--- src/rtl/im_loader.sv ---
// Streaming loader for the folded item-memory SRAM: packs IN_WIDTH-bit chunks
// into FOLD_WIDTH-bit rows and issues one active-low write per row, rows 0..NUM_ROWS-1.
module im_loader #(
  parameter int FOLD_WIDTH      = 500,
  parameter int SRAM_ADDR_WIDTH = 6,
  parameter int NUM_ROWS        = 64,
  parameter int IN_WIDTH        = 32
) (
  input  logic                       i_clk,
  input  logic                       i_rst,
  input  logic                       i_start,
  input  logic                       i_in_valid,
  output logic                       o_in_ready,
  input  logic [IN_WIDTH-1:0]        i_in_data,
  output logic [SRAM_ADDR_WIDTH-1:0] o_im_addr,
  output logic [FOLD_WIDTH-1:0]      o_im_din,
  output logic                       o_we,
  output logic                       o_loading,
  output logic                       o_done,
  output logic [1:0]                 o_state
);

  localparam int CHUNKS = (FOLD_WIDTH + IN_WIDTH - 1) / IN_WIDTH;
  localparam int KW     = (CHUNKS > 1) ? $clog2(CHUNKS) : 1;

  // Handshake: a chunk transfers on a rising edge where i_in_valid && o_in_ready.
  // o_in_ready is high only in FILL; the source must hold data while it is low.
  typedef enum logic [1:0] {
    S_IDLE  = 2'd0,
    S_FILL  = 2'd1,
    S_WRITE = 2'd2,
    S_DONE  = 2'd3
  } state_t;

  state_t                     r_state;
  logic [KW-1:0]              r_k;
  logic [SRAM_ADDR_WIDTH-1:0] r_row;
  logic [FOLD_WIDTH-1:0]      r_asm;
  logic                       r_in_ready;
  logic                       r_we;
  logic                       r_loading;
  logic                       r_done;

  logic                       w_hs;
  logic                       w_last_chunk;
  logic                       w_last_row;
  logic [31:0]                w_shamt;
  logic [FOLD_WIDTH-1:0]      w_data_sh;
  logic [FOLD_WIDTH-1:0]      w_mask_sh;

  // Shifting inside a FOLD_WIDTH-wide vector drops bits of the last chunk
  // that would land at or above FOLD_WIDTH.
  always_comb begin
    w_hs         = i_in_valid & r_in_ready;
    w_last_chunk = (r_k == KW'(CHUNKS - 1));
    w_last_row   = (r_row == SRAM_ADDR_WIDTH'(NUM_ROWS - 1));
    w_shamt      = 32'(r_k) * 32'(IN_WIDTH);
    w_data_sh    = FOLD_WIDTH'(i_in_data) << w_shamt;
    w_mask_sh    = FOLD_WIDTH'({IN_WIDTH{1'b1}}) << w_shamt;
  end

  always_ff @(posedge i_clk) begin
    if (i_rst) begin
      r_state    <= S_IDLE;
      r_k        <= '0;
      r_row      <= '0;
      r_asm      <= '0;
      r_in_ready <= 1'b0;
      r_we       <= 1'b1;
      r_loading  <= 1'b0;
      r_done     <= 1'b0;
    end else begin
      case (r_state)
        S_IDLE: begin
          if (i_start) begin
            r_state    <= S_FILL;
            r_k        <= '0;
            r_row      <= '0;
            r_in_ready <= 1'b1;
            r_loading  <= 1'b1;
          end
        end
        S_FILL: begin
          if (w_hs) begin
            r_asm <= (r_asm & ~w_mask_sh) | w_data_sh;
            if (w_last_chunk) begin
              r_state    <= S_WRITE;
              r_in_ready <= 1'b0;
              r_we       <= 1'b0;
            end else begin
              r_k <= r_k + KW'(1);
            end
          end
        end
        S_WRITE: begin
          r_we <= 1'b1;
          if (w_last_row) begin
            r_state   <= S_DONE;
            r_loading <= 1'b0;
            r_done    <= 1'b1;
          end else begin
            r_state    <= S_FILL;
            r_row      <= r_row + SRAM_ADDR_WIDTH'(1);
            r_k        <= '0;
            r_in_ready <= 1'b1;
          end
        end
        S_DONE: begin
          if (i_start) begin
            r_state    <= S_FILL;
            r_k        <= '0;
            r_row      <= '0;
            r_in_ready <= 1'b1;
            r_loading  <= 1'b1;
            r_done     <= 1'b0;
          end
        end
        default: begin
          r_state    <= S_IDLE;
          r_in_ready <= 1'b0;
          r_we       <= 1'b1;
          r_loading  <= 1'b0;
          r_done     <= 1'b0;
        end
      endcase
    end
  end

  assign o_in_ready = r_in_ready;
  assign o_we       = r_we;
  assign o_loading  = r_loading;
  assign o_done     = r_done;
  assign o_im_addr  = r_row;
  assign o_im_din   = r_asm;
  assign o_state    = r_state;

endmodule

--- config.mk ---
export PLATFORM = sky130hd
export DESIGN_NAME = im_loader
export DESIGN_NICKNAME = d
export VERILOG_FILES = /design/src/rtl/im_loader.sv
export SDC_FILE = /design/constraint.sdc
export NUM_CORES = 1
export LEC_CHECK = 0
export BUFFER_PORTS_ARGS = -buffer_cell sky130_fd_sc_hd__buf_2
export CORE_AREA = 2 2 212 214
export CTS_CLUSTER_DIAMETER = 200
export DETAILED_ROUTE_END_ITERATION = 16
export DIE_AREA = 0 0 214 216
export PLACE_DENSITY_LB_ADDON = 0.3
export SETUP_SLACK_MARGIN = 0.15
export SLEW_MARGIN = 10
export SYNTH_ARGS = -nofsm -noshare
export SYNTH_HDL_FRONTEND = slang
export SYNTH_SLANG_ARGS = --single-unit
--- constraint.sdc ---
create_clock -name i_clk -period 2.4 [get_ports i_clk]
set_input_delay 0.12 -clock i_clk [delete_from_list [all_inputs] [get_ports i_clk]]
set_output_delay 0.12 -clock i_clk [all_outputs]
set_load 0.005 [all_outputs]
# Word level (Yosys, flattened, before mapping)
# Cells that the tools add are included.
# W data, S select, Z words.
# word_totals
regBits,516
input_bits,36
output_inout_bits,512
word_cells,65
# classes
n_addsub,2
eq_ne,12
shift,2
n_mux,24
n_bitwise,4
reduce_logical,13
# op_table
cell,n
$and A500 B500 Y500,1
$not A500 Y500,1
$or A500 B500 Y500,1
$shl A32 B9 Y500,1
$shl A32 B9 Y500 const A,1
$mux W4,4
$reduce_and A3 Y1,5
$mux W6,2
$ne A2 B2 Y1 const B,6
$pmux W4 S3,1
$pmux W6 S2,1
$mux W2,4
$reduce_and A4 Y1,2
$mux W1,7
$add A6 B1 Y6 const B,1
$eq A6 B6 Y1 const B,1
$pmux W1 S2,3
$pmux W2 S3,1
$reduce_bool A2 Y1,3
$add A4 B1 Y4 const B,1
$eq A2 B2 Y1 const B,2
$eq A4 B4 Y1 const B,1
$pmux W1 S3,1
$eq A2 B1 Y1 const B,1
5 further kinds,5

# Logic depth before layout (Yosys ltp)
# Gate-level depths: netlist of the first run.
# depth
depth_word,4
ltp_mapped,9
mapped_depth_nobuf,6

# Worst setup path after synthesis of the first run
# No wires, ideal clock.
# synth_timing
path_kind,register to register
from,register r_state[0] (netlist: o_state[0])
to,register r_row[5] (netlist: o_im_addr[5])
setup_time_ps,74
t_arrival_ps,1707
required_ps,2326
path_slack_ps,619
path_stages_with_launch,7
n_path_buf,0
synth_period_minus_slack_ps,1781
cell_sequence,dfxtp_1 -> inv_1 -> ha_1 -> mux2_2 -> o21ai_1 -> or4_1 -> a31oi_1
# synth_between
elab_chain_cells,4
word_cells_on_any_way,9
cone_classes,4 x eq/ne; 1 x mux; 4 x reduce/logical
# synth_rtl
element,line,source
"start, declared",35,state_t r_state;
"start signal, assigned",64,r_state <= S_IDLE;
"start signal, assigned",76,r_state <= S_FILL;
"start signal, assigned",87,r_state <= S_WRITE;
$eq A2 B2 Y1 / $logic_not A2 Y1 (equally long branches),73,case (r_state)
$reduce_or A2 Y1 (no line),--,
$ne A2 B1 Y1 (no line) / $reduce_bool A2 Y1 (equally long branches),--,
$reduce_and A3 Y1 (no line),--,
"end signal, assigned",103,r_row <= r_row + SRAM_ADDR_WIDTH'(1);
"end, declared",37,logic [SRAM_ADDR_WIDTH-1:0] r_row;
# Several ways; a longest one is shown, not always the timed one.
# A chain may end at the register's enable or synchronous reset.

# Final worst setup path of the first run
# Ends and elaborated chain as after synthesis.

==> reports/metrics.csv, run 1 <==
stage,metric,value,unit
power,Cell Pwr Density,769,nW/µm²
clocking,"Clk Latency, worst-skew pair",0.59,ns
timing,minimum clock period,2.10,ns
synth,Synth Cell Area,18900,µm²
synth,asr flop ratio synth,0,
timing,Worst Skew,0.0203,ns
timing,Max-slew headroom,0.496,
power,Power Total,18.0,mW
synth,Syn Inst Count,1865,
setup_path,slowest cell on the critical path,ha_1,
synth,Yosys cell types,50,
synth,syn avg cell area,10.1,µm²
place,DP Worst Slack,0.133,ns
setup_path,critical path capture point type,register,
power,switching power,4.36,mW
synth,Ys Warns,0,
clocking,"Clk pin slew, worst setup/hold paths",0.06,ns
power,Sw Share,0.242,
grt,total gr overflow,0,
setup_path,CP Data Arrival Time,2.62,ns
detailed_routing,DR vias/cell,5.74,
timing,fin crit share,0.877,
detailed_routing,Detail Route Antenna Nets,0,
power,Seq pwr share,0.483,
layout,n_diodes,0,
die,DIE HEIGHT,216,µm
timing,endpoints failing setup,0,
timing,Fin. Hold Viols,0,
setup_path,Reg-to-Reg Start,o_state[0],
clocking,Max Buffers Root-to-Sink,3,
detailed_routing,routed len/inst,23.6,µm
synth,Seq cells post-synth,516,
grt,GRT Total Usage,0.285,
synth,syn nets,1911,
timing,setup tns final,0,ns
timing,Slew @ Worst Pin,0.755,ns
setup_path,largest delay contributor family on the critical path,adder cells,
die,die area,46200,µm²
clocking,number of H-tree levels,2,
synth,sequential element share of the synthesized area,0.548,
synth,ys flop type,dfxtp_1,
place,routability cong.,0.833,
clocking,CTS buffer count,52,
setup_path,critical path startpoint category,register,
setup_path,Worst Setup SP,o_state[0],
clocking,CTS root buf,clkbuf_16,
detailed_routing,drt pass-1 iters,6,
flow_run,max_cap viols,0,
timing,Final Worst Setup Slack,0.295,ns
layout,"most common cell after layout, fill and taps aside",buf_2,
layout,nets,2347,
power,internal power,13.7,mW
setup_path,maximum fanout along the worst path,14,
timing,final-report max-slew violation count,0,
layout,area grow syn2layout,24.2,%
worst_hold_path,Hold Path Origin,i_in_valid,
setup_path,CP Cell Sequence,inv_1 > ha_1 > mux2_2 > o21ai_1 > or4_1 > a31oi_1,
setup_path,CP peak stage delay,0.52,ns
die,num rows,77,
setup_path,WP data required,2.92,ns
setup_path,Setup CP Type,reg -> reg,
place,# port buffers,547,
worst_hold_path,hold crit path type,in -> reg,
clocking,clock sinks,516,
status,status,"complete, no violations",
clocking,CTS tree,done,
synth,"EDFF count, synth",0,
grt,met2 usage,0.449,
grt,first-pass GRT wire length,102,mm
power,clock power share,0.450,
grt,busiest layer in global routing,met2,
die,Starting Density,0.430,
grt,M1 GR Usage,0.374,
place,HPWL Detailed,45.3,mm
die,Core Box Area,43800,µm²
detailed_routing,Post-Route WL,69.2,mm
power,Comb power frac,0.067,
power,LEAKAGE,10.1,nW
timing,Highest Clock Rate,475,MHz
setup_path,CP bufs+invs,1,
detailed_routing,via count,16836,
detailed_routing,DRC violations left,0,
timing,RSZ-0062 raised after global routing,no,
grt,antenna violations before repair,1,
detailed_routing,initial drt markers,1789,
die,Die X,214,µm
grt,vias in the first global route,15838,
power,Worst VDD drop,0.503,mV
layout,layout cell share with drive strength beyond 1,0.348,
grt,met3 Usage GRT,0.0765,
die,I/O pins,548,
layout,most frequent cells in the layout,"546 x buf_2, 516 x dfxtp_1, 502 x nor2_1, 402 x a22oi_1, 98 x a22oi_2",
grt,pin count of the biggest net entering global routing,136,
## power by group through the flow
stage               Clock (mW)  Sequential (mW)  Combinational, mW
floorplan                    0             8.89              0.763
global placement             0             8.89               1.15
detailed placement           0             8.89               1.18
CTS                       8.23             8.70               1.18
global route              8.57             8.71               1.27
finish                    8.10             8.70               1.20
## registers in the layout, summed over array words and instances, names as in the netlist
signal and count:
o_done 1, o_im_addr 6, o_im_din 500, o_in_ready 1
o_loading 1, o_state 2, o_we 1, r_k 4
## through the flow
stage / utilization / std cells / cell area (µm²) / hold WS [ns]
after floorplan: - / 1865 / 18900 / 0.270
after global placement: 0.495 / 2835 / 21700 / 0.447
after detailed placement: 0.495 / 2835 / 21700 / 0.446
after CTS: 0.534 / 2931 / 23400 / 0.00882
after global routing: 0.534 / 2931 / 23400 / 0.0443
final: 0.534 / 2931 / 23400 / 0.0571
## cells by family after synthesis
group / after synthesis / synth area share
xor+xnor: 2 / 0.000929
simple gates: 582 / 0.141
buf+inv: 222 / 0.0667
flops: 516 / 0.548
mux: 2 / 0.00119
fa+ha+maj: 10 / 0.00664
compound gates: 531 / 0.235
## timing repair
action / in CTS / in global routing
pin swaps: 1 / 0
hold endpoints to repair: 64 / 0
buffers inserted: 2 / 0
gates resized for setup: 0 / 2
hold buffers: 2 / 0
endpoints found under the setup margin: 17 / 43
## routing by layer
| metal | share of wire | vias to the layer above |
|---|---|---|
| met2 | 0.45 | 934 |
| met4 | 0.033 | 0 |
| li1 | - | 7480 |
| met5 | 0 | - |
| met1 | 0.42 | 8287 |
| met3 | 0.099 | 135 |
## worst paths after layout
check | end | slack (ns) | cells after the start
worst max-delay path | o_im_addr[5] | 0.30 | 6
worst min-delay path | o_in_ready | 0.06 | 3
worst max register to register | o_im_addr[5] | 0.30 | 6
worst min register to register | o_done | 0.47 | 2
## layout make-up
class                           count  area [µm²]
Fill cell                        3924       20400
Multi-Input combinational cell   1127        7310
Clock buffer                       75        1510
Tap cell                          592         741
Inverter                            6        22.5
Sequential cell                   516       10300
Clock inverter                     17         186
Timing Repair Buffer              598        3320
## Yosys cell counts, drive strengths merged (3+ instances only)
master	number	area share
dfxtp	516	0.55
nor2	502	0.10
a22oi	500	0.23
clkbuf	125	0.026
buf	91	0.040
nand3	19	0.014
nand2	14	0.0029
nor3	13	0.0084
a21oi	10	0.0027
ha	10	0.0066
o21ai	7	0.0019
inv	6	0.0012
nand2b	6	0.0023
nand4	5	0.0017
nor4	5	0.0048
and3	3	0.0011
nand3b	3	0.0019
## worst reg2reg max path, delay by kind of cell (launching register included)
| family | cells | cell delay [ns] |
|---|---|---|
| buffers and inverters | 1 | 0.07 |
| adder cells (fa/ha/maj) | 1 | 0.52 |
| AND/OR/NAND/NOR | 1 | 0.51 |
| multiplexers | 1 | 0.23 |
| AO/OA/AOI/OAI | 2 | 0.30 |
| flip-flops | 1 | 0.40 |
Note: power is estimated with default switching activity, not from simulation.
==> run 2: changes to the inputs <==
- ABC_AREA: default -> 1
- CORE_AREA: 2 2 212 214 -> 2 2 210 212
- DIE_AREA: 0 0 214 216 -> 0 0 212 214
==> run 2 against run 1 <==
Flip-flop and latch count unchanged. Hold slack got worse by 0.027 ns. Core utilization increased by 4.7 points. Power increased by 7.8%. Design area increased by 6.4%. Non-clock buffer count increased by 26.
==> reports/metrics.csv, run 2 <==
stage,metric,value,unit,change
detailed_routing,via count,21085,,+25%
timing,minimum clock period,2.08,ns,-0.0249 ns
clocking,CTS buffer count,53,,+1.9%
power,clock power share,0.436,,-0.014
synth,Yosys cell types,20,,-60%
grt,total gr overflow,0,,unchanged
power,Worst VDD drop,0.519,mV,+3.2%
synth,post-synth top area cell,dfxtp_1,,
setup_path,critical path startpoint category,register,,
power,Cell Pwr Density,779,nW/µm²,+1.3%
timing,final-report max-slew violation count,0,,unchanged
detailed_routing,drt pass-1 iters,8,,+2
clocking,CTS tree,done,,
synth,sequential element share of the synthesized area,0.523,,-0.0248
grt,first-pass GRT wire length,121,mm,+18%
die,num rows,76,,-1.3%
layout,Reg area,10300,µm²,about the same
setup_path,Setup CP Type,reg -> reg,,
synth,Seq cells post-synth,516,,unchanged
clocking,number of H-tree levels,2,,unchanged
power,Comb power frac,0.113,,+0.046
detailed_routing,Post-Route WL,81.5,mm,+18%
setup_path,CP Data Arrival Time,2.54,ns,-0.08 ns
clocking,"Clk pin slew, worst setup/hold paths",0.06,ns,about the same
power,switching power,5.27,mW,+21%
synth,asr flop ratio synth,0,,unchanged
grt,vias in the first global route,19549,,+23%
synth,Syn Inst Count,2726,,+46%
detailed_routing,DRC violations left,0,,unchanged
layout,max FFs per register,500,,unchanged
synth,most frequent cell after synthesis,nand2_1,,
die,Core Box Area,42900,µm²,-2.2%
timing,Slew @ Worst Pin,0.742,ns,-0.0136 ns
place,HPWL Detailed,55.7,mm,+23%
timing,endpoints failing setup,0,,unchanged
die,die area,45400,µm²,-1.9%
die,Die X,212,µm,-0.93%
synth,syn nets,2772,,+45%
synth,Ys Warns,0,,unchanged
setup_path,critical path capture point type,register,,
die,I/O pins,548,,unchanged
detailed_routing,DR vias/cell,5.52,,-3.9%
clocking,Max Buffers Root-to-Sink,3,,unchanged
timing,Highest Clock Rate,481,MHz,+1.2%
power,internal power,14.1,mW,+3.6%
setup_path,WP data required,2.86,ns,-0.06 ns
worst_hold_path,hold crit path type,in -> reg,,
die,Starting Density,0.460,,+0.0303
layout,"most common cell after layout, fill and taps aside",nand2_1,,
timing,Hold WS,0.0305,ns,-0.0265 ns
timing,Max-slew headroom,0.504,,+0.00789
timing,setup tns final,0,ns,unchanged
power,Sw Share,0.272,,+0.0296
setup_path,maximum fanout along the worst path,33,,+19
synth,"EDFF count, synth",0,,unchanged
grt,GRT Total Usage,0.345,,+0.0601
synth,Synth Cell Area,19700,µm²,+4.7%
layout,Fillers,3990,,+1.7%
layout,layout cell share with drive strength beyond 1,0.214,,-0.134
grt,pin count of the biggest net entering global routing,158,,+16%
synth,Post-synth top cells,"1042 x nand2_1, 516 x dfxtp_1, 509 x a21oi_1, 166 x nor2_1, 119 x clkbuf_1",,
layout,most frequent cells in the layout,"1041 x nand2_1, 546 x buf_2, 515 x dfxtp_1, 509 x a21oi_1, 166 x nor2_1",,
detailed_routing,routed len/inst,21.3,µm,-9.6%
synth,synth top area cells,"dfxtp_1 52%, nand2_1 20%, a21oi_1 13%",,
timing,Worst Skew,0.0240,ns,+0.00372 ns
synth,ys flop type,dfxtp_1,,
layout,nets,3240,,+38%
clocking,CTS root buf,clkbuf_16,,
place,routability cong.,0.937,,+13%
grt,antenna violations before repair,3,,+2
layout,area grow syn2layout,26.3,%,
timing,RSZ-0062 raised after global routing,no,,
status,status,"complete, no violations",,
detailed_routing,Detail Route Antenna Nets,0,,unchanged
timing,fin crit share,0.867,,-0.0104
synth,Synth top area share,0.523,,-0.0248
power,LEAKAGE,10.4,nW,+3.6%
flow_run,max_cap viols,0,,unchanged
power,Seq pwr share,0.451,,-0.032
synth,syn avg cell area,7.24,µm²,-28%
place,# port buffers,547,,unchanged
layout,multi-input logic area,8280,µm²,+13%
detailed_routing,initial drt markers,2377,,+33%
timing,Fin. Hold Viols,0,,unchanged
clocking,clock sinks,516,,unchanged
clocking,"Clk Latency, worst-skew pair",0.61,ns,+0.02 ns
layout,n_diodes,0,,unchanged
die,DIE HEIGHT,214,µm,-0.93%
## run 2: power by group through the flow
stage	combinational, mW	sequential (mW)	clock [mW]
floorplan	1.29	8.93	0
global placement	2.08	8.94	0
detailed placement	2.09	8.95	0
CTS	2.13	8.76	8.49
global route	2.37	8.77	8.87
finish	2.19	8.76	8.46
## run 2: path summary, 6_finish.rpt
kind | from | to | slack [ns] | depth (start not counted)
max | r_k[1] | o_im_din[70] | 0.32 | 8
min | i_in_data[14] | o_im_din[334] | 0.03 | 5
max reg2reg | r_k[1] | o_im_din[70] | 0.32 | 8
min reg2reg | o_im_din[432] | o_im_din[432] | 0.46 | 2
## run 2: repair_timing
action | 4_1_cts | 5_1_grt
endpoints found under the hold margin | 62 | 0
resized for setup | 0 | 2
buffers inserted | 0 | 1
hold buffers | 26 | 0
setup endpoints to repair | 0 | 47
## run 2: through the flow
step           cell area, µm²  cells   util  total power, mW  setup slack (ns)
2_1_floorplan           19700   2726      -             10.2             0.712
3_3_place_gp            22900   3697  0.533             11.0             0.396
3_5_place_dp            22900   3697  0.533             11.0             0.309
4_1_cts                 24900   3820  0.581             19.4             0.287
5_1_grt                 24900   3821  0.581             20.0             0.152
6_report                24900   3821  0.581             19.4             0.320
## run 2: layout make-up
cell class                      count  area share
Clock buffer                       81      0.0644
Sequential cell                   516       0.415
Tap cell                          585      0.0294
Clock inverter                     16     0.00678
Multi-Input combinational cell   1936       0.332
Timing Repair Buffer              624       0.143
Inverter                           63     0.00989
## run 2: routing by layer
metal	up-vias	part of all wire	GRT usage
met4	4	0.073	0.225
li1	9693	-	-
met5	-	0.00036	0
met1	9825	0.38	0.433
met2	1272	0.44	0.521
met3	291	0.11	0.0940
## run 2: worst max-delay path, cell delays in order, from the launching register on
cell,delay (ns)
dfxtp_1,0.48
buf_4,0.42
ha_1,0.30
inv_1,0.05
nor2_1,0.13
nand2_1,0.07
buf_4,0.28
nand2_1,0.12
a21oi_1,0.07
## run 2: cells by family after synthesis
family | after synthesis | share of synthesized area
AOI/OAI and AO/OA | 518 | 0.131
and+or+nand+nor | 1408 | 0.281
buffers and inverters | 274 | 0.0575
DFF | 516 | 0.523
adders and majority gates | 10 | 0.00634
==> run 3: changes to the inputs <==
- CORE_AREA: 2 2 210 212 -> default
- CORE_MARGIN: default -> 8
- CORE_UTILIZATION: default -> 39
- DIE_AREA: 0 0 212 214 -> default
- clock period: 2.4 -> 2.2 ns (I/O delays scaled with it)
==> run 3 against run 2 <==
Global-route usage fell by 7.5 points. Flip-flop and latch count stayed put. Routed wire length increased by 3.0%. Clock skew is 0.0075 ns lower. Critical path type unchanged. Critical endpoint is now o_im_din[390].
==> reports/metrics.csv, run 3 (same netlist as run 2, synthesis figures left out) <==
stage,metric,value,unit,change
detailed_routing,DR vias/cell,5.20,,-5.7%
power,LEAKAGE,10.7,nW,+2.3%
timing,endpoints failing setup,0,,unchanged
worst_hold_path,Hold Path Sink,o_im_din[208],,
die,DIE HEIGHT,241,µm,+13%
timing,Final Worst Setup Slack,0.288,ns,-0.0317 ns
layout,most frequent cells in the layout,"1041 x nand2_1, 546 x buf_2, 515 x dfxtp_1, 509 x a21oi_1, 166 x nor2_1",,
clocking,CTS buffer count,54,,+1.9%
setup_path,worst r2r path cells,11,,+3
grt,total gr overflow,0,,unchanged
place,# port buffers,547,,unchanged
setup_path,Reg-to-Reg Start,o_state[1],,
worst_hold_path,Hold Path Origin,i_in_data[16],,
setup_path,critical path capture point type,register,,
die,Core Box Area,50100,µm²,+17%
clocking,CTS root buf,clkbuf_16,,
setup_path,CP Data Arrival Time,2.38,ns,-0.16 ns
place,routability cong.,0.883,,-5.7%
timing,Slew @ Worst Pin,0.564,ns,-0.178 ns
place,DP Worst Slack,0.226,ns,-0.0829 ns
detailed_routing,drt pass-1 iters,5,,-3
clocking,"Clk pin slew, worst setup/hold paths",0.06,ns,about the same
detailed_routing,Post-Route WL,84.0,mm,+3.0%
clocking,Max Buffers Root-to-Sink,3,,unchanged
die,Die X,241,µm,+14%
layout,area grow syn2layout,29.1,%,
die,I/O pins,548,,unchanged
clocking,number of H-tree levels,2,,unchanged
setup_path,Setup CP Type,reg -> reg,,
power,Cell Pwr Density,838,nW/µm²,+7.6%
setup_path,CP most frequent cell,inv_2,,
grt,pin count of the biggest net entering global routing,88,,-44%
timing,Worst Skew,0.0165,ns,-0.00747 ns
grt,vias in the first global route,19022,,-2.7%
setup_path,slowest cell on the critical path,dfxtp_1,,
grt,GRT Total Usage,0.271,,-0.0748
timing,Max-slew headroom,0.624,,+0.120
layout,"Design Area, Final",25500,µm²,+2.3%
timing,setup tns final,0,ns,unchanged
worst_hold_path,Hold Crit Depth,5,,unchanged
detailed_routing,via count,20472,,-2.9%
power,Power Total,21.4,mW,+10%
detailed_routing,Detail Route Antenna Nets,0,,unchanged
timing,fin crit share,0.869,,+0.00228
detailed_routing,initial drt markers,2041,,-14%
detailed_routing,routed len/inst,21.3,µm,about the same
place,Area after DPL,23300,µm²,+2.0%
setup_path,maximum fanout along the worst path,32,,-3.0%
worst_hold_path,hold crit path type,in -> reg,,
clocking,CTS tree,done,,
die,die area,58100,µm²,+28%
setup_path,critical path startpoint category,register,,
setup_path,WP data required,2.67,ns,-0.19 ns
grt,first-pass GRT wire length,120,mm,-0.22%
layout,Final Core Density,0.509,,-0.0719
clocking,clock sinks,516,,unchanged
timing,RSZ-0062 raised after global routing,no,,
flow_run,max_cap viols,0,,unchanged
timing,minimum clock period,1.91,ns,-0.168 ns
setup_path,reg2reg end,o_im_din[390],,
layout,"most common cell after layout, fill and taps aside",nand2_1,,
status,status,"complete, no violations",,
layout,non-filler instance count after layout,3935,,+3.0%
grt,antenna violations before repair,1,,-2
clocking,"Clk Latency, worst-skew pair",0.60,ns,about the same
detailed_routing,DRC violations left,0,,unchanged
layout,layout cell share with drive strength beyond 1,0.222,,+0.00711
timing,Fin. Hold Viols,0,,unchanged
layout,n_diodes,0,,unchanged
timing,Highest Clock Rate,523,MHz,+8.8%
setup_path,CP Cell Sequence,inv_1 > ha_1 > inv_2 > nor2_2 > inv_2 > nor2_4 > buf_12 > nand3_1 > buf_6 > nand2_1 > a21oi_1,,
timing,final-report max-slew violation count,0,,unchanged
setup_path,r2r setup slk,0.29,ns,-0.03 ns
timing,Hold WS,0.0303,ns,-0.000292 ns
layout,max FFs per register,500,,unchanged
layout,Fillers,5066,,+27%
die,num rows,82,,+7.9%
place,HPWL Detailed,59.0,mm,+5.8%
layout,nets,3269,,+0.90%
setup_path,CP peak stage delay,0.31,ns,-0.17 ns
die,Starting Density,0.394,,-0.0660
place,DP Cell Count,3810,,+3.1%
power,Worst VDD drop,0.629,mV,+21%
==> run 3: layout make-up <==
cell class	count	area [µm²]	share of cell area
clock inverter	18	199	0.00780
sequential	516	10300	0.405
timing repair buffer	652	4000	0.157
tap	672	841	0.0330
inverter	63	244	0.00957
multi-input combinational	1936	8280	0.325
clock buffer	78	1610	0.0630
==> run 3: worst max-delay path, delay by kind of cell (launching register included) <==
| kind | cells | cell delay, ns |
|---|---|---|
| adder cells (fa/ha/maj) | 1 | 0.21 |
| AO/OA/AOI/OAI | 1 | 0.06 |
| flip-flops | 1 | 0.31 |
| AND/OR/NAND/NOR | 4 | 0.55 |
| buffers and inverters | 5 | 0.61 |
==> run 3: routing by layer <==
metal | vias up | global-route usage | share of wire
li1 | 9765 | - | -
met1 | 9465 | 0.342 | 0.40
met2 | 1009 | 0.426 | 0.45
met3 | 231 | 0.0638 | 0.092
met4 | 2 | 0.144 | 0.057
met5 | - | 0 | 0.00015
==> run 3: power breakdown <==
part | switching (mW) | total, mW | internal (mW)
Sequential | 0.0885 | 9.54 | 9.46
Combinational | 1.82 | 2.51 | 0.691
Clock | 3.80 | 9.31 | 5.51
Total | 5.72 | 21.4 | 15.7
==> run 3: timing repair <==
action                     4_1_cts  5_1_grt
setup endpoints to repair        0      109
hold buffers                    26        0
hold endpoints to repair        85        0
gates resized for setup          0        8
buffers inserted                 0        1
==> run 3: worst max-delay path by stage <==
| stage | from | to | slack, ns | cells past startpoint |
|---|---|---|---|---|
| detailed placement | o_state[1] | o_im_din[413] | 0.23 | 11 |
| global route | o_state[1] | o_im_din[193] | 0.14 | 11 |
| global placement | o_state[1] | o_im_din[388] | 0.27 | 11 |
| finish | o_state[1] | o_im_din[390] | 0.29 | 11 |
| floorplan | r_k[1] | o_im_din[10] | 0.51 | 10 |
| CTS | o_state[1] | o_im_din[385] | 0.20 | 11 |
